[src/rtl/decode_queue.sv]
// RV32I decode queue: instructions are decoded at enqueue and held in a small
// FIFO so the consumer sees fully decoded control one cycle after acceptance.

package decode_queue_pkg;

    typedef logic [31:0] instruction_t;

    typedef enum logic [3:0] {
        ALU_ADD    = 4'd0,
        ALU_SUB    = 4'd1,
        ALU_SLL    = 4'd2,
        ALU_SLT    = 4'd3,
        ALU_SLTU   = 4'd4,
        ALU_XOR    = 4'd5,
        ALU_SRL    = 4'd6,
        ALU_SRA    = 4'd7,
        ALU_OR     = 4'd8,
        ALU_AND    = 4'd9,
        ALU_PASS_B = 4'd10
    } alu_op_e;

    localparam logic [6:0] OPC_LUI      = 7'b0110111;
    localparam logic [6:0] OPC_AUIPC    = 7'b0010111;
    localparam logic [6:0] OPC_JAL      = 7'b1101111;
    localparam logic [6:0] OPC_JALR     = 7'b1100111;
    localparam logic [6:0] OPC_BRANCH   = 7'b1100011;
    localparam logic [6:0] OPC_LOAD     = 7'b0000011;
    localparam logic [6:0] OPC_STORE    = 7'b0100011;
    localparam logic [6:0] OPC_OP_IMM   = 7'b0010011;
    localparam logic [6:0] OPC_OP       = 7'b0110011;
    localparam logic [6:0] OPC_MISC_MEM = 7'b0001111;
    localparam logic [6:0] OPC_SYSTEM   = 7'b1110011;

    typedef struct packed {
        alu_op_e     alu_op;
        logic [4:0]  rs1;
        logic [4:0]  rs2;
        logic [4:0]  rd;
        logic [31:0] imm;
        logic [2:0]  funct3;
        logic        op_a_pc;
        logic        op_b_imm;
        logic        regfile_we;
        logic        csr_we;
        logic        dcache_rd_enable;
        logic        dcache_wr_enable;
        logic        is_branch;
        logic        is_jump;
        logic        is_ecall;
        logic        is_mem_access;
        logic        is_csr;
        logic        is_fence;
    } decode_out_t;

    typedef struct packed {
        decode_out_t  dec;
        instruction_t instr;
        logic [31:0]  pc;
        logic         illegal;
        logic         ebreak;
    } entry_t;

endpackage

module decode_queue
    import decode_queue_pkg::*;
#(
    parameter int DEPTH         = 4,
    parameter int CHECK_ILLEGAL = 1
) (
    input  logic                       clk_i,
    input  logic                       reset_i,
    input  logic                       flush_i,
    input  logic                       in_valid_i,
    output logic                       in_ready_o,
    input  instruction_t               instr_i,
    input  logic [31:0]                pc_i,
    output logic                       out_valid_o,
    input  logic                       out_ready_i,
    output decode_out_t                decode_o,
    output instruction_t               instr_o,
    output logic [31:0]                pc_o,
    output logic                       illegal_o,
    output logic                       ebreak_o,
    output logic [$clog2(DEPTH):0]     count_o
);

    localparam int AW = $clog2(DEPTH);
    localparam int CW = AW + 1;

    logic [AW-1:0] wr_ptr_q, wr_ptr_d;
    logic [AW-1:0] rd_ptr_q, rd_ptr_d;
    logic [CW-1:0] count_q, count_d;
    entry_t        mem_q [DEPTH];

    logic          push_s;
    logic          pop_s;
    entry_t        enq_s;
    entry_t        head_s;

    decode_out_t   dec_s;
    logic          ill_raw_s;
    logic          illegal_s;
    logic          ebreak_s;

    logic [6:0]    opcode_s;
    logic [2:0]    f3_s;
    logic [6:0]    f7_s;
    logic [31:0]   imm_i_s;
    logic [31:0]   imm_s_s;
    logic [31:0]   imm_b_s;
    logic [31:0]   imm_u_s;
    logic [31:0]   imm_j_s;

    assign opcode_s = instr_i[6:0];
    assign f3_s     = instr_i[14:12];
    assign f7_s     = instr_i[31:25];
    assign imm_i_s  = {{20{instr_i[31]}}, instr_i[31:20]};
    assign imm_s_s  = {{20{instr_i[31]}}, instr_i[31:25], instr_i[11:7]};
    assign imm_b_s  = {{19{instr_i[31]}}, instr_i[31], instr_i[7], instr_i[30:25], instr_i[11:8], 1'b0};
    assign imm_u_s  = {instr_i[31:12], 12'h000};
    assign imm_j_s  = {{11{instr_i[31]}}, instr_i[31], instr_i[19:12], instr_i[20], instr_i[30:21], 1'b0};

    // Field decode of the offered instruction plus raw illegal-encoding detection
    always_comb begin
        dec_s        = '0;
        ill_raw_s    = 1'b0;
        ebreak_s     = 1'b0;
        dec_s.rd     = instr_i[11:7];
        dec_s.rs1    = instr_i[19:15];
        dec_s.rs2    = instr_i[24:20];
        dec_s.funct3 = f3_s;
        dec_s.alu_op = ALU_ADD;
        case (opcode_s)
            OPC_LUI: begin
                dec_s.imm        = imm_u_s;
                dec_s.op_b_imm   = 1'b1;
                dec_s.alu_op     = ALU_PASS_B;
                dec_s.regfile_we = 1'b1;
            end
            OPC_AUIPC: begin
                dec_s.imm        = imm_u_s;
                dec_s.op_a_pc    = 1'b1;
                dec_s.op_b_imm   = 1'b1;
                dec_s.regfile_we = 1'b1;
            end
            OPC_JAL: begin
                dec_s.imm        = imm_j_s;
                dec_s.op_a_pc    = 1'b1;
                dec_s.op_b_imm   = 1'b1;
                dec_s.is_jump    = 1'b1;
                dec_s.regfile_we = 1'b1;
            end
            OPC_JALR: begin
                dec_s.imm        = imm_i_s;
                dec_s.op_b_imm   = 1'b1;
                dec_s.is_jump    = 1'b1;
                dec_s.regfile_we = 1'b1;
            end
            OPC_BRANCH: begin
                dec_s.imm       = imm_b_s;
                dec_s.is_branch = 1'b1;
                case (f3_s[2:1])
                    2'b00:   dec_s.alu_op = ALU_SUB;
                    2'b10:   dec_s.alu_op = ALU_SLT;
                    2'b11:   dec_s.alu_op = ALU_SLTU;
                    default: ill_raw_s    = 1'b1;
                endcase
            end
            OPC_LOAD: begin
                dec_s.imm              = imm_i_s;
                dec_s.op_b_imm         = 1'b1;
                dec_s.regfile_we       = 1'b1;
                dec_s.dcache_rd_enable = 1'b1;
                dec_s.is_mem_access    = 1'b1;
                ill_raw_s = (f3_s == 3'b011) || (f3_s == 3'b110) || (f3_s == 3'b111);
            end
            OPC_STORE: begin
                dec_s.imm              = imm_s_s;
                dec_s.op_b_imm         = 1'b1;
                dec_s.dcache_wr_enable = 1'b1;
                dec_s.is_mem_access    = 1'b1;
                ill_raw_s = (f3_s > 3'b010);
            end
            OPC_OP_IMM: begin
                dec_s.imm        = imm_i_s;
                dec_s.op_b_imm   = 1'b1;
                dec_s.regfile_we = 1'b1;
                case (f3_s)
                    3'b000: dec_s.alu_op = ALU_ADD;
                    3'b001: begin
                        dec_s.alu_op = ALU_SLL;
                        ill_raw_s    = (f7_s != 7'h00);
                    end
                    3'b010: dec_s.alu_op = ALU_SLT;
                    3'b011: dec_s.alu_op = ALU_SLTU;
                    3'b100: dec_s.alu_op = ALU_XOR;
                    3'b101: begin
                        dec_s.alu_op = (f7_s == 7'h20) ? ALU_SRA : ALU_SRL;
                        ill_raw_s    = (f7_s != 7'h00) && (f7_s != 7'h20);
                    end
                    3'b110: dec_s.alu_op = ALU_OR;
                    3'b111: dec_s.alu_op = ALU_AND;
                    default: dec_s.alu_op = ALU_ADD;
                endcase
            end
            OPC_OP: begin
                dec_s.regfile_we = 1'b1;
                case (f3_s)
                    3'b000:  dec_s.alu_op = f7_s[5] ? ALU_SUB : ALU_ADD;
                    3'b001:  dec_s.alu_op = ALU_SLL;
                    3'b010:  dec_s.alu_op = ALU_SLT;
                    3'b011:  dec_s.alu_op = ALU_SLTU;
                    3'b100:  dec_s.alu_op = ALU_XOR;
                    3'b101:  dec_s.alu_op = f7_s[5] ? ALU_SRA : ALU_SRL;
                    3'b110:  dec_s.alu_op = ALU_OR;
                    3'b111:  dec_s.alu_op = ALU_AND;
                    default: dec_s.alu_op = ALU_ADD;
                endcase
                if ((f7_s != 7'h00) && (f7_s != 7'h20)) begin
                    ill_raw_s = 1'b1;
                end else if ((f7_s == 7'h20) && (f3_s != 3'b000) && (f3_s != 3'b101)) begin
                    ill_raw_s = 1'b1;
                end else begin
                    ill_raw_s = 1'b0;
                end
            end
            OPC_MISC_MEM: begin
                dec_s.is_fence = 1'b1;
            end
            OPC_SYSTEM: begin
                dec_s.imm = {20'h00000, instr_i[31:20]};
                if (f3_s == 3'b000) begin
                    if (instr_i[31:20] == 12'h000) begin
                        dec_s.is_ecall = 1'b1;
                    end else if (instr_i[31:20] == 12'h001) begin
                        ebreak_s = 1'b1;
                    end else begin
                        ill_raw_s = 1'b1;
                    end
                end else if (f3_s == 3'b100) begin
                    ill_raw_s = 1'b1;
                end else begin
                    // CSRRS/CSRRC with rs1=x0 are pure reads and must not write the CSR
                    dec_s.is_csr     = 1'b1;
                    dec_s.regfile_we = 1'b1;
                    dec_s.op_b_imm   = f3_s[2];
                    dec_s.csr_we     = !(f3_s[1] && (instr_i[19:15] == 5'd0));
                end
            end
            default: ill_raw_s = 1'b1;
        endcase
        if (instr_i[1:0] != 2'b11) begin
            ill_raw_s = 1'b1;
        end else begin
            ill_raw_s = ill_raw_s;
        end
    end

    // Illegal entries carry no architectural side effects
    always_comb begin
        enq_s         = '0;
        illegal_s     = (CHECK_ILLEGAL != 0) ? ill_raw_s : 1'b0;
        enq_s.dec     = dec_s;
        enq_s.instr   = instr_i;
        enq_s.pc      = pc_i;
        enq_s.illegal = illegal_s;
        enq_s.ebreak  = ebreak_s;
        if (illegal_s) begin
            enq_s.dec.regfile_we       = 1'b0;
            enq_s.dec.csr_we           = 1'b0;
            enq_s.dec.dcache_wr_enable = 1'b0;
            enq_s.dec.is_branch        = 1'b0;
            enq_s.dec.is_jump          = 1'b0;
            enq_s.dec.is_ecall         = 1'b0;
            enq_s.dec.is_mem_access    = 1'b0;
        end else begin
            enq_s.dec = dec_s;
        end
    end

    assign in_ready_o  = (count_q < CW'(DEPTH));
    assign out_valid_o = (count_q != {CW{1'b0}});
    assign push_s      = in_valid_i && in_ready_o && !flush_i;
    assign pop_s       = out_valid_o && out_ready_i && !flush_i;

    // Pointer and occupancy next state; flush wins over any transfer
    always_comb begin
        wr_ptr_d = wr_ptr_q;
        rd_ptr_d = rd_ptr_q;
        count_d  = count_q;
        if (flush_i) begin
            wr_ptr_d = {AW{1'b0}};
            rd_ptr_d = {AW{1'b0}};
            count_d  = {CW{1'b0}};
        end else begin
            wr_ptr_d = push_s ? (wr_ptr_q + AW'(1)) : wr_ptr_q;
            rd_ptr_d = pop_s  ? (rd_ptr_q + AW'(1)) : rd_ptr_q;
            case ({push_s, pop_s})
                2'b10:   count_d = count_q + CW'(1);
                2'b01:   count_d = count_q - CW'(1);
                default: count_d = count_q;
            endcase
        end
    end

    // Control state registers
    always_ff @(posedge clk_i or posedge reset_i) begin
        if (reset_i) begin
            wr_ptr_q <= {AW{1'b0}};
            rd_ptr_q <= {AW{1'b0}};
            count_q  <= {CW{1'b0}};
        end else begin
            wr_ptr_q <= wr_ptr_d;
            rd_ptr_q <= rd_ptr_d;
            count_q  <= count_d;
        end
    end

    // Entry storage; contents are only observable through the valid-gated head
    always_ff @(posedge clk_i) begin
        if (push_s) begin
            mem_q[wr_ptr_q] <= enq_s;
        end
    end

    // Head entry, forced to zero whenever the queue is empty
    always_comb begin
        head_s = '0;
        if (out_valid_o) begin
            head_s = mem_q[rd_ptr_q];
        end else begin
            head_s = '0;
        end
    end

    assign decode_o  = head_s.dec;
    assign instr_o   = head_s.instr;
    assign pc_o      = head_s.pc;
    assign illegal_o = head_s.illegal;
    assign ebreak_o  = head_s.ebreak;
    assign count_o   = count_q;

endmodule

[config.mk]
export PLATFORM = sky130hd
export DESIGN_NAME = decode_queue
export DESIGN_NICKNAME = d
export VERILOG_FILES = /design/src/rtl/decode_queue.sv
export SDC_FILE = /design/constraint.sdc
export NUM_CORES = 1
export LEC_CHECK = 0
export BUFFER_PORTS_ARGS = -buffer_cell sky130_fd_sc_hd__buf_2
export CELL_PAD_IN_SITES_DETAIL_PLACEMENT = 0
export CELL_PAD_IN_SITES_GLOBAL_PLACEMENT = 1
export CORE_ASPECT_RATIO = 0.9
export CORE_MARGIN = 5
export CORE_UTILIZATION = 55
export CTS_BUF_LIST = sky130_fd_sc_hd__clkbuf_8 sky130_fd_sc_hd__clkbuf_16
export CTS_CLUSTER_DIAMETER = 60
export DETAILED_ROUTE_END_ITERATION = 10
export GPL_TIMING_DRIVEN = 0
export HOLD_SLACK_MARGIN = 0.03
export MAX_ROUTING_LAYER = met4
export PLACE_DENSITY = 0.82
export SETUP_SLACK_MARGIN = 0.2
export SYNTH_ARGS = -nofsm -noshare
export SYNTH_HDL_FRONTEND = slang
export SYNTH_SLANG_ARGS = --single-unit
[constraint.sdc]
create_clock -name clk_i -period 9 [get_ports clk_i]
set_input_delay 1.35 -clock clk_i [delete_from_list [all_inputs] [get_ports clk_i]]
set_output_delay 1.35 -clock clk_i [all_outputs]
set_load 0.01 [all_outputs]
======== Yosys cells after proc, flatten, opt, wreduce, memory -nomap -nowiden ========
Memory sizes are Yosys's and may differ from the RTL's.
Cells that the tools add are included.
word-level totals
  output and inout bits ................... 137
  RAM bits ................................ 528
  memories ................................ 1
  register bits after elaboration ......... 7
cells by class
  reduce and logical (&&, ||, !) cells .... 31
  $add $sub $neg .......................... 4
  eq/ne operators ......................... 27
  muxes and demuxes ....................... 51
  magnitude comparators ................... 2
memory list
  memory  words  bits a word  rd ports  clocked after memory_dff  write ports  line  RTL
  mem_q   4      132          1         0                         1            94    entry_t mem_q [DEPTH];
operator list
  operator             number
  $pmux 32 s6          1
  $mux 132             1
  $pmux 4 s8           2
  $mux 1               31
  $eq 7x6->1 const B   4
  $eq 7x7->1 const B   4
  $pmux 4 s4           1
  $eq 7x5->1 const B   2
  $reduce_or 7->1      2
  $eq 12x1->1 const B  1
  $eq 3x3->1 const B   4
  $logic_not 12->1     1
  $mux 2               5
  $mux 3               3
  $pmux 3 s3           1
  $reduce_bool 3->1    3
  $logic_and 1x1->1    8
  $reduce_or 2->1      4
  $eq 7x2->1 const B   1
  $eq 7x4->1 const B   1
  $ne 7x6->1 const B   1
  $pmux 1 s7           1
  $reduce_bool 7->1    1
  $eq 2x2->1 const B   3
  other kinds (21)     29

======== Depth between registers and ports, before layout ========
Gate-level depths: netlist of the first run.
  depth after elaboration ................. 8
  mapped depth ............................ 7
  depth with buffers taken out ............ 6

======== Worst setup path after synthesis of the first run ========
No wires, ideal clock.
  path type ............................... input -> register
  from .................................... in in_valid_i
  to ...................................... mem mem_q[0][0] (netlist bit) (enable)
  arrival ................................. 4.552 ns
  stages .................................. 4
  path buffers ............................ 1
  setup slack ............................. 3.961 ns
  cells stage by stage .................... nor2b_1 -> clkbuf_1 -> nor2b_1 -> and2_1
between the ends
  longest elaborated chain between the ends .. 4
RTL lines
  element                          line  RTL
  start, declared                  74    input logic in_valid_i,
  $logic_and 1x1->1 (2 in series)  284   assign push_s = in_valid_i && in_ready_o && !flush_i;
  $mux 1                           322   if (push_s) begin
  $mux 1 (implied by the code)     323   mem_q[wr_ptr_q] <= enq_s;
  end, declared                    94
No other way between the ends.

==> summary.md, run 1 <==
| Metric | Value |
|---|---|
| Tcrit/Tclk final | 44.8% |
| Pleak | 7.97 nW |
| Final core occ | 65.0% |
| CTS Buf Count | 46 |
| R2r setup slk | 6.27 ns |
| Post-Synthesis Net Count | 1,034 |
| Initial antenna violation count | 2 |
| GRT Total Usage | 21.4% |
| Synth Flop Type | edfxtp_1 |
| GPL Wtd Cong | 0.865 |
| Outcome | finished, final reports clean |
| Vias in the first global route | 9,988 |
| Width of the die | 206 µm |
| CTS resizes | 0 |
| Fillers | 2,355 |
| I/O pins | 206 |
| Number of cells on the worst reg-to-reg path | 6 |
| Drt drc | 0 |
| Clock skew | 0.0241 ns |
| Full die area | 38,300 µm² |
| Pin count of the biggest net entering global routing | 57 |
| CP bufs+invs | 4 |
| Worst setup EP type | output pin |
| Hold Crit Class | reg -> reg |
| Area Overhead vs Synth | 16.7% |
| Instance count on the critical path | 6 |
| Fin Setup TNS | 0 ns |
| Synth warnings | 0 |
| Clock latency on the worst-skew pair | 0.55 ns |
| Number of routed nets with antenna violations | 0 |
| RSZ-0062 raised after global routing | false |
| Mean Syn Cell Area | 19.7 µm² |
| Worst Setup SP | count_o[0] |
| Placed Area | 20,800 µm² |
| Clock Tree Buf Depth | 3 |
| Root Driver | clkbuf_16 |
| Crit Path Class | reg -> out |
| Cell variety after synth | 66 |
| Crit path to | decode_o[45] |
| Largest stage delay on the critical path | 0.50 ns |
| Design Area, Final | 22,100 µm² |
| Slew Viols, Final | 0 |
| CTS sink count | 463 |
| FF-to-FF Start | count_o[2] |
| Synthesized area | 18,900 µm² |
| Drt via density | 5.71 |
| PD cells | 274 nW/µm² |
| Core Region | 34,000 µm² |
| Worst EP required | 7.65 ns |
| CP max stage cell | dfrtp_1 |
| Shortest period the worst path allows | 4.03 ns |
| Crit path max fanout | 10 |
| Commonest non-fill, non-tap cell in the layout | edfxtp_1 |
| Crit start category | register |
| H-tree depth | 2 |
| # Post-CTS Setup Buffers | 0 |
| Fmax | 0.248 GHz |
| Layout cell share with drive strength beyond 1 | 36.2% |
| Total grt overflow | 0 |
| Number of hold buffers added after CTS | 0 |
| Data arrival, critical path | 2.68 ns |
| Most frequent cells in the layout | edfxtp_1 (456), buf_2 (231), and2_1 (117) |
| Floorplan row count | 64 |
| Via count | 9,778 |
| Detailed Route Iter0 Violations | 720 |
| PortBufs | 204 |
| Drt pass-1 iters | 5 |
| Worst-Margin Slew | 0.784 ns |
| DPL Wire Length | 26,200 µm |
| Final Hold Fails | 0 |
| Seq/Total Area, Yosys | 73.2% |
| Asr flop ratio synth | 1.51% |
| Slew Limit Headroom | 47.8% |
| Starting Density | 55.7% |
| Reg-to-Reg End | mem_q[2][103] |
| Final net count | 1,294 |
| CTS tree | yes |
| WL per Instance | 23.0 µm |
| CP delay by family, top | buffers and inverters |
| Crit path cell chain | or3_1 -> buf_2 -> buf_2 -> clkbuf_1 -> and2_1 -> buf_2 |
| CP dominant cell by count | buf_2 |
| Die height | 186 µm |
| Post-Route WL | 39,500 µm |
| Maximum vdd drop | 0.193 mV |
| Max-cap viol count | 0 |
| EDFF count, synth | 456 |
| Clock slew at reported path FFs | 0.06 ns |
| Final setup fails | 0 |
| Final hold slack | 0.638 ns |
| First-pass GRT wire length | 59,500 µm |
| Yosys reg bits | 463 |
| Cells after Synth | 960 |
cells in the mapped netlist (all sizes together) (3+ instances only):
library cell  number  area (µm²)
clkbuf            21        78.8
nand2             12        45.0
inv               16        60.1
mux4             114        2570
nand3b             3        35.0
nor4               5        58.8
dfrtp              7         175
nand4              3        18.8
nor2b              3        18.8
a22o               5        43.8
nand2b             3        18.8
or2                4        25.0
xor2               4        35.0
ha                 4        50.1
a21oi             11        58.8
nor2              22        85.1
edfxtp           456       13700
a211oi             7        52.6
and2             121         757
nor3               6        35.0
nor3b              4        30.0
nand3              6        30.0
a21o              24         180
buf               55         375
o21ai              4        20.0
worst register-to-register path: stages (launching register included):
cell and delay (ns):
dfrtp_1 0.47, nor2b_1 0.14, clkbuf_1 0.25, nor2b_1 0.31, and2_4 0.56, buf_12 0.32, buf_16 0.29
kinds of logic (layout without fill, tap and decap cells):
logic type,count (synthesis),in the layout,synth area share (%)
buf+inv,92,381,2.71
fa+ha+maj,5,5,0.370
flops,463,463,73.2
xor+xnor,6,6,0.277
mux,117,117,13.7
simple gates,204,204,6.84
compound gates,73,73,2.89
other cells,0,2,0
power by group:
group / internal (mW) / switching [mW]
combinational: 0.848 / 0.952
clock: 0.995 / 0.735
sequential: 2.49 / 0.0365
total: 4.34 / 1.72
metal layers:
metal,vias up,global-route usage [%],part of all wire (%)
met1,5074,30.5,43
met5,-,-,0
met4,0,4.13,1.4
met2,309,34.0,50
met3,45,3.38,5.8
li1,4350,-,-
worst min path at each step:
stage | start | endpoint | slack [ns] | cells after the start
after floorplan | wr_ptr_q[0] | wr_ptr_q[0] | 0.56 | 2
after global routing | wr_ptr_q[0] | wr_ptr_q[0] | 0.70 | 2
after CTS | wr_ptr_q[0] | wr_ptr_q[0] | 0.64 | 2
final | wr_ptr_q[0] | wr_ptr_q[0] | 0.64 | 2
after detailed placement | wr_ptr_q[0] | wr_ptr_q[0] | 0.62 | 2
after global placement | wr_ptr_q[0] | wr_ptr_q[0] | 0.60 | 2
area by class of cell:
cell class | instances | area [µm²] | area share [%]
clock inverters | 30 | 185 | 0.837
plain buffers | 76 | 454 | 2.05
flip-flops and latches | 463 | 13900 | 62.7
repair buffers | 212 | 1220 | 5.51
multi-input cells | 405 | 4580 | 20.7
clock buffers | 47 | 1180 | 5.32
diodes | 2 | 5.00 | 0.0226
inverters | 16 | 60.1 | 0.271
well taps | 462 | 578 | 2.61
state kept, by name, summed over array words and instances (netlist names):
name and cells:
mem_q 456, count_o 3, wr_ptr_q 2, rd_ptr_q 2
per-stage QoR:
step	setup slack [ns]	power [mW]	cells
final	4.97	6.06	1713
after CTS	4.85	6.15	1711
after detailed placement	5.25	4.42	1634
after global routing	4.80	6.37	1713
after floorplan	3.96	3.74	960
after global placement	1.79	4.41	1626
(Power assumes the default switching activity.)
==> inputs of run 2 (changes only) <==
--- a/config.mk
+++ b/config.mk
@@ -10,14 +10,14 @@
 export CELL_PAD_IN_SITES_GLOBAL_PLACEMENT = 1
 export CORE_ASPECT_RATIO = 0.9
 export CORE_MARGIN = 5
-export CORE_UTILIZATION = 55
+export CORE_UTILIZATION = 51
 export CTS_BUF_LIST = sky130_fd_sc_hd__clkbuf_8 sky130_fd_sc_hd__clkbuf_16
 export CTS_CLUSTER_DIAMETER = 60
 export DETAILED_ROUTE_END_ITERATION = 10
 export GPL_TIMING_DRIVEN = 0
 export HOLD_SLACK_MARGIN = 0.03
 export MAX_ROUTING_LAYER = met4
-export PLACE_DENSITY = 0.82
+export PLACE_DENSITY = 0.77
 export SETUP_SLACK_MARGIN = 0.2
 export SYNTH_ARGS = -nofsm -noshare
 export SYNTH_HDL_FRONTEND = slang
==> constraint.sdc (replaced) <==
create_clock -name clk_i -period 4.1 [get_ports clk_i]
set_input_delay 0.615 -clock clk_i [delete_from_list [all_inputs] [get_ports clk_i]]
set_output_delay 0.615 -clock clk_i [all_outputs]
set_load 0.01 [all_outputs]
==> summary.md, run 2 (synthesis results as in run 1) <==
| Metric | Value |
|---|---|
| Tcrit/Tclk final | 79.5% |
| Cells after DPL | 1,655 (+1.3%) |
| Detailed Route Iter0 Violations | 771 (+7.1%) |
| R2r setup slk | 1.34 ns (-4.93 ns) |
| Worst hold endpoint | mem_q[3][33] |
| CP delay by family, top | buffers and inverters |
| DPL Wire Length | 26,300 µm (+0.30%) |
| Initial antenna violation count | 1 (-1) |
| Fin cells | 1,740 (+1.6%) |
| Layout cell share with drive strength beyond 1 | 36.2% (+0.037 points) |
| First-pass GRT wire length | 61,200 µm (+2.8%) |
| Final net count | 1,296 (+0.15%) |
| Root Driver | clkbuf_16 |
| Floorplan row count | 67 (+4.7%) |
| Hold Crit Class | in -> reg |
| Clock skew | 0.0135 ns (-0.0105 ns) |
| CTS tree | yes |
| Maximum vdd drop | 0.383 mV (+98%) |
| GPL Wtd Cong | 0.870 (+0.51%) |
| Reg-to-Reg End | mem_q[0][107] |
| Final setup fails | 0 (unchanged) |
| H-tree depth | 2 (unchanged) |
| Commonest non-fill, non-tap cell in the layout | edfxtp_1 |
| PD cells | 603 nW/µm² (+120%) |
| Max-cap viol count | 0 (unchanged) |
| Area Overhead vs Synth | 17.1% |
| I/O pins | 206 (unchanged) |
| Starting Density | 51.3% (-4.4 points) |
| Width of the die | 213 µm (+3.7%) |
| Pin count of the biggest net entering global routing | 54 (-5.3%) |
| CP max stage cell | mux4_2 |
| Min-Delay Path Depth | 1 (-1) |
| Final hold slack | 0.286 ns (-0.352 ns) |
| Design Area, Final | 22,200 µm² (+0.31%) |
| Clock Tree Buf Depth | 3 (unchanged) |
| Outcome | finished, final reports clean |
| Data arrival, critical path | 2.65 ns (-0.03 ns) |
| Clock latency on the worst-skew pair | 0.55 ns (about the same) |
| Worst-Margin Slew | 0.717 ns (-0.0665 ns) |
| Crit path max fanout | 10 (unchanged) |
| Slew Viols, Final | 0 (unchanged) |
| GRT Total Usage | 20.4% (-1.0 points) |
| Pleak | 7.99 nW (+0.18%) |
| Power Total | 13.4 mW (+120%) |
| Number of hold buffers added after CTS | 1 (+1) |
| Most flops, register | mem_q |
| Largest stage delay on the critical path | 0.36 ns (-0.14 ns) |
| CTS resizes | 0 (unchanged) |
| Shortest period the worst path allows | 3.26 ns |
| Worst setup EP type | output pin |
| Via count | 9,802 (+0.25%) |
| Number of routed nets with antenna violations | 0 (unchanged) |
| Clock slew at reported path FFs | 0.06 ns (about the same) |
| Vias in the first global route | 10,000 (+0.47%) |
| Total grt overflow | 0 (unchanged) |
| Drt pass-1 iters | 5 (unchanged) |
| Drt via density | 5.63 (-1.3%) |
| CTS Buf Count | 47 (+2.2%) |
| Core Region | 37,000 µm² (+8.6%) |
| Slew Limit Headroom | 52.2% (+4.4 points) |
| PortBufs | 204 (unchanged) |
| CP dominant cell by count | buf_2 |
| Full die area | 41,100 µm² (+7.4%) |
| WL per Instance | 23.3 µm (+1.1%) |
| Crit start category | register |
| Post-Route WL | 40,500 µm (+2.7%) |
| Hold_sp | pc_i[31] |
| Most frequent cells in the layout | edfxtp_1 (456), buf_2 (231), and2_1 (117) |
| Largest register FFs | 456 (unchanged) |
| RSZ-0062 raised after global routing | false |
| Crit path cell chain | buf_2 -> buf_2 -> buf_2 -> mux4_2 -> and2_1 -> buf_4 -> buf_2 |
| Fmax | 0.307 GHz |
| # Post-CTS Setup Buffers | 0 (unchanged) |
| Final Hold Fails | 0 (unchanged) |
| FF-to-FF Start | count_o[2] |
| Drt drc | 0 (unchanged) |
| CTS sink count | 463 (unchanged) |
| Placed Area | 20,800 µm² (+0.20%) |
| Crit Path Class | reg -> out |
| Number of cells on the worst reg-to-reg path | 6 (unchanged) |
| Die height | 193 µm (+3.6%) |
| CP bufs+invs | 5 (+1) |
| Worst EP required | 3.48 ns (-4.17 ns) |
| Fin Setup TNS | 0 ns (unchanged) |
-- run 2: changes by cell type in the layout (fill, tap and decap cells not counted), sizes merged --
cell / previous run / this run
clkinv: 10 / 19
inv: 34 / 31
diode: 2 / 1
dlygate4sd3: 0 / 1
-- run 2: metal layers --
layer	routed length, µm	vias up	share of wire (%)	global-route usage, %
met1	17800	5112	44	28.9
met4	689	0	1.7	4.28
met2	19800	270	49	32.2
li1	-	4358	-	-
met5	0	-	0	-
met3	2150	62	5.3	3.35
-- run 2: how the worst max path moves through the flow --
| stage | from | endpoint | slack (ns) | cells past startpoint |
|---|---|---|---|---|
| floorplan | in_valid_i | mem_q[0][0] | 1.07 | 4 |
| global placement | in_valid_i | mem_q[0][107] | -0.31 | 5 |
| detailed placement | in_valid_i | mem_q[0][107] | 1.05 | 7 |
| CTS | rd_ptr_q[1] | instr_o[12] | 0.72 | 7 |
| global route | count_o[0] | decode_o[36] | 0.65 | 6 |
| finish | rd_ptr_q[1] | instr_o[12] | 0.84 | 7 |
-- run 2: where the power goes --
part	internal, mW	switching [mW]
logic	1.86	2.11
registers	5.48	0.0777
clock network	2.19	1.66
-- run 2: through the flow --
step	util (%)	setup slack (ns)
floorplan	-	1.07
global placement	55.7	-0.309
detailed placement	56.3	1.05
CTS	60.0	0.717
global route	60.0	0.654
finish	60.0	0.839
-- run 2: layout make-up --
| type | instances | area [µm²] |
|---|---|---|
| antenna | 1 | 2.50 |
| buffer | 76 | 454 |
| clock buffer | 47 | 1180 |
| clock inverter | 36 | 205 |
| fill | 2727 | 14800 |
| inverter | 16 | 60.1 |
| multi-input combinational | 405 | 4580 |
| sequential | 463 | 13900 |
| tap | 483 | 604 |
| timing repair buffer | 213 | 1240 |
==> inputs of run 3 (changes only) <==
--- a/config.mk
+++ b/config.mk
@@ -10,14 +10,14 @@
 export CELL_PAD_IN_SITES_GLOBAL_PLACEMENT = 1
 export CORE_ASPECT_RATIO = 0.9
 export CORE_MARGIN = 5
-export CORE_UTILIZATION = 51
+export CORE_UTILIZATION = 46
 export CTS_BUF_LIST = sky130_fd_sc_hd__clkbuf_8 sky130_fd_sc_hd__clkbuf_16
 export CTS_CLUSTER_DIAMETER = 60
 export DETAILED_ROUTE_END_ITERATION = 10
 export GPL_TIMING_DRIVEN = 0
 export HOLD_SLACK_MARGIN = 0.03
 export MAX_ROUTING_LAYER = met4
-export PLACE_DENSITY = 0.77
+export PLACE_DENSITY = 0.73
 export SETUP_SLACK_MARGIN = 0.2
 export SYNTH_ARGS = -nofsm -noshare
 export SYNTH_HDL_FRONTEND = slang
==> constraint.sdc (replaced) <==
create_clock -name clk_i -period 2.75 [get_ports clk_i]
set_input_delay 0.4125 -clock clk_i [delete_from_list [all_inputs] [get_ports clk_i]]
set_output_delay 0.4125 -clock clk_i [all_outputs]
set_load 0.01 [all_outputs]
==> summary.md, run 3 (synthesis results as in run 1) <==
| Metric | Value |
|---|---|
| R2r setup slk | 0.40 ns (-0.94 ns) |
| Area Overhead vs Synth | 31.5% |
| Drt via density | 5.45 (-3.3%) |
| Drt drc | 0 (unchanged) |
| Final Hold Fails | 0 (unchanged) |
| CP max stage cell | mux4_2 |
| Largest register FFs | 456 (unchanged) |
| CTS tree | yes |
| Top sig layer | met4 |
| Fin Setup TNS | 0 ns (unchanged) |
| Die height | 203 µm (+5.0%) |
| Fillers | 2,958 (+8.5%) |
| Worst Setup SP | rd_ptr_q[0] |
| FF-to-FF Start | count_o[2] |
| H-tree depth | 2 (unchanged) |
| Final net count | 1,370 (+5.7%) |
| PD cells | 1010 nW/µm² (+67%) |
| Initial antenna violation count | 2 (+1) |
| Via count | 10,200 (+4.3%) |
| Root Driver | clkbuf_16 |
| Reg-to-Reg End | mem_q[2][109] |
| WL per Instance | 23.6 µm (+1.4%) |
| Fin cells | 1,875 (+7.8%) |
| Post-Route WL | 44,300 µm (+9.3%) |
| Slew Viols, Final | 0 (unchanged) |
| Clock latency on the worst-skew pair | 0.57 ns (+0.02 ns) |
| Switching power | 6.79 mW (+77%) |
| Dpl ws | -0.163 ns (-1.21 ns) |
| Wire length on met3 | 2850 µm (+32%) |
| CTS sink count | 463 (unchanged) |
| PnR worst setup slack | 0.0101 ns (-0.829 ns) |
| Hold Crit Class | in -> reg |
| Cells after DPL | 1,712 (+3.4%) |
| Worst setup EP type | output pin |
| Crit path cell chain | buf_6 -> buf_12 -> buf_12 -> buf_12 -> buf_16 -> mux4_2 -> and2_4 -> buf_6 |
| Starting Density | 46.6% (-4.6 points) |
| GPL Wtd Cong | 0.859 (-1.2%) |
| Crit start category | register |
| Floorplan row count | 70 (+4.5%) |
| Full die area | 45,400 µm² (+10%) |
| Largest stage delay on the critical path | 0.51 ns (+0.15 ns) |
| Vias in the first global route | 10,500 (+4.2%) |
| Tcrit/Tclk final | 99.6% |
| Crit path max fanout | 6 (-4) |
| Final setup fails | 0 (unchanged) |
| First-pass GRT wire length | 65,800 µm (+7.5%) |
| Data arrival, critical path | 2.33 ns (-0.32 ns) |
| Commonest non-fill, non-tap cell in the layout | edfxtp_1 |
| Layout cell share with drive strength beyond 1 | 49.2% (+13 points) |
| Met2 wire len | 22,200 µm (+12%) |
| Slew Limit Headroom | 49.4% (-2.8 points) |
| Pin count of the biggest net entering global routing | 55 (+1.9%) |
| Detailed Route Iter0 Violations | 823 (+6.7%) |
| PortBufs | 204 (unchanged) |
| Multi-input gate area | 4880 µm² (+6.6%) |
| Power Internal | 18.3 mW (+92%) |
| RSZ-0062 raised after global routing | true |
| Maximum vdd drop | 0.669 mV (+75%) |
| Clock Tree Buf Depth | 3 (unchanged) |
| Outcome | finished, final reports clean |
| CTS Buf Count | 49 (+4.3%) |
| Worst-Margin Slew | 0.757 ns (+0.0401 ns) |
| Crit path to | decode_o[29] |
| Fmax | 0.365 GHz |
| Most flops, register | mem_q |
| Max-cap viol count | 0 (unchanged) |
| Worst EP required | 2.34 ns (-1.14 ns) |
| Clock slew at reported path FFs | 0.06 ns (about the same) |
| CP dominant cell by count | buf_12 |
| Clk pwr share | 26.9% (-1.9 points) |
| Width of the die | 224 µm (+5.0%) |
| I/O pins | 206 (unchanged) |
| Total grt overflow | 0 (unchanged) |
| DPL Wire Length | 26,700 µm (+1.6%) |
| Sequential power share | 32.9% (-8.6 points) |
| Shortest period the worst path allows | 2.74 ns |
| Core Region | 40,600 µm² (+9.9%) |
| Number of cells on the worst reg-to-reg path | 6 (unchanged) |
| Pleak | 9.05 nW (+13%) |
| Comb pwr share | 40.2% (+11 points) |
| WL met1 | 18,300 µm (+2.6%) |
| Most frequent cells in the layout | edfxtp_1 (456), buf_6 (144), mux4_2 (114) |
| Switching share of power | 27.0% (-1.7 points) |
| Number of routed nets with antenna violations | 0 (unchanged) |
| Clock skew | 0.0122 ns (-0.00129 ns) |
| Drt pass-1 iters | 5 (unchanged) |
| GRT Total Usage | 19.9% (-0.59 points) |
| Crit Path Class | reg -> out |
| Register area | 13,900 µm² (about the same) |
-- run 3: cell types whose count changed in the layout (fill, tap and decap cells not counted), moves of 14 or more --
cell,delta
clkbuf_1,-17
buf_2,-127
and2_4,+103
dlygate4sd3_1,+14
buf_6,+135
and2_1,-103
buf_12,+28
-- run 3: routing by layer --
metal	up-vias	global-route usage (%)
met5	-	-
li1	4527	-
met1	5328	27.0
met2	303	30.9
met3	61	4.13
met4	0	5.53
-- run 3: area by class of cell --
cell class                      instances  share of cell area, %
Timing Repair Buffer                  281                   11.8
Buffer                                 76                   3.32
Tap cell                              540                   2.71
Antenna cell                            2                 0.0201
Multi-Input combinational cell        409                   19.6
Inverter                               16                  0.241
Clock buffer                           49                   4.92
Clock inverter                         39                   1.76
Sequential cell                       463                   55.7
-- run 3: worst max-delay path: cells and delay by family, from the launching register on --
kind / cells / cell delay [ns]
buffers and inverters: 6 / 0.74
muxes: 1 / 0.51
DFF: 1 / 0.34
and+or+nand+nor: 1 / 0.16
-- run 3: timing repair --
action                                  CTS  global route
endpoints found under the hold margin    57             0
hold buffers                             15             0
gates resized for setup                 281            99
pin swaps                                59            36
setup buffers                            26            15
endpoints found under the setup margin  247           177
gates cloned                             14             3
-- run 3: metrics by stage --
step	util (%)	cell area (µm²)	power (mW)	hold WS, ns
floorplan	-	19000	12.2	0.216
global placement	50.8	20600	14.5	0.360
detailed placement	51.3	20900	14.6	0.360
CTS	60.0	24400	24.5	0.0305
global route	61.3	24900	26.2	0.0426
finish	61.3	24900	25.1	0.0642
-- run 3: worst min-delay path by stage --
| stage | from | to | slack, ns | depth (start not counted) |
|---|---|---|---|---|
| floorplan | reset_i | count_o[0] | 0.22 | 1 |
| global placement | reset_i | count_o[1] | 0.36 | 2 |
| detailed placement | reset_i | count_o[1] | 0.36 | 2 |
| CTS | pc_i[8] | mem_q[1][10] | 0.03 | 1 |
| global route | pc_i[4] | mem_q[3][6] | 0.04 | 1 |
| finish | pc_i[18] | mem_q[1][20] | 0.06 | 1 |
-- run 3: power by group through the flow --
stage               registers [mW]  logic, mW  clock network [mW]
finish                        8.26       10.1                6.77
global route                  8.28       10.7                7.23
CTS                           8.26       9.32                6.92
detailed placement            8.43       6.13                   0
global placement              8.45       6.05                   0
floorplan                     8.42       3.78                   0
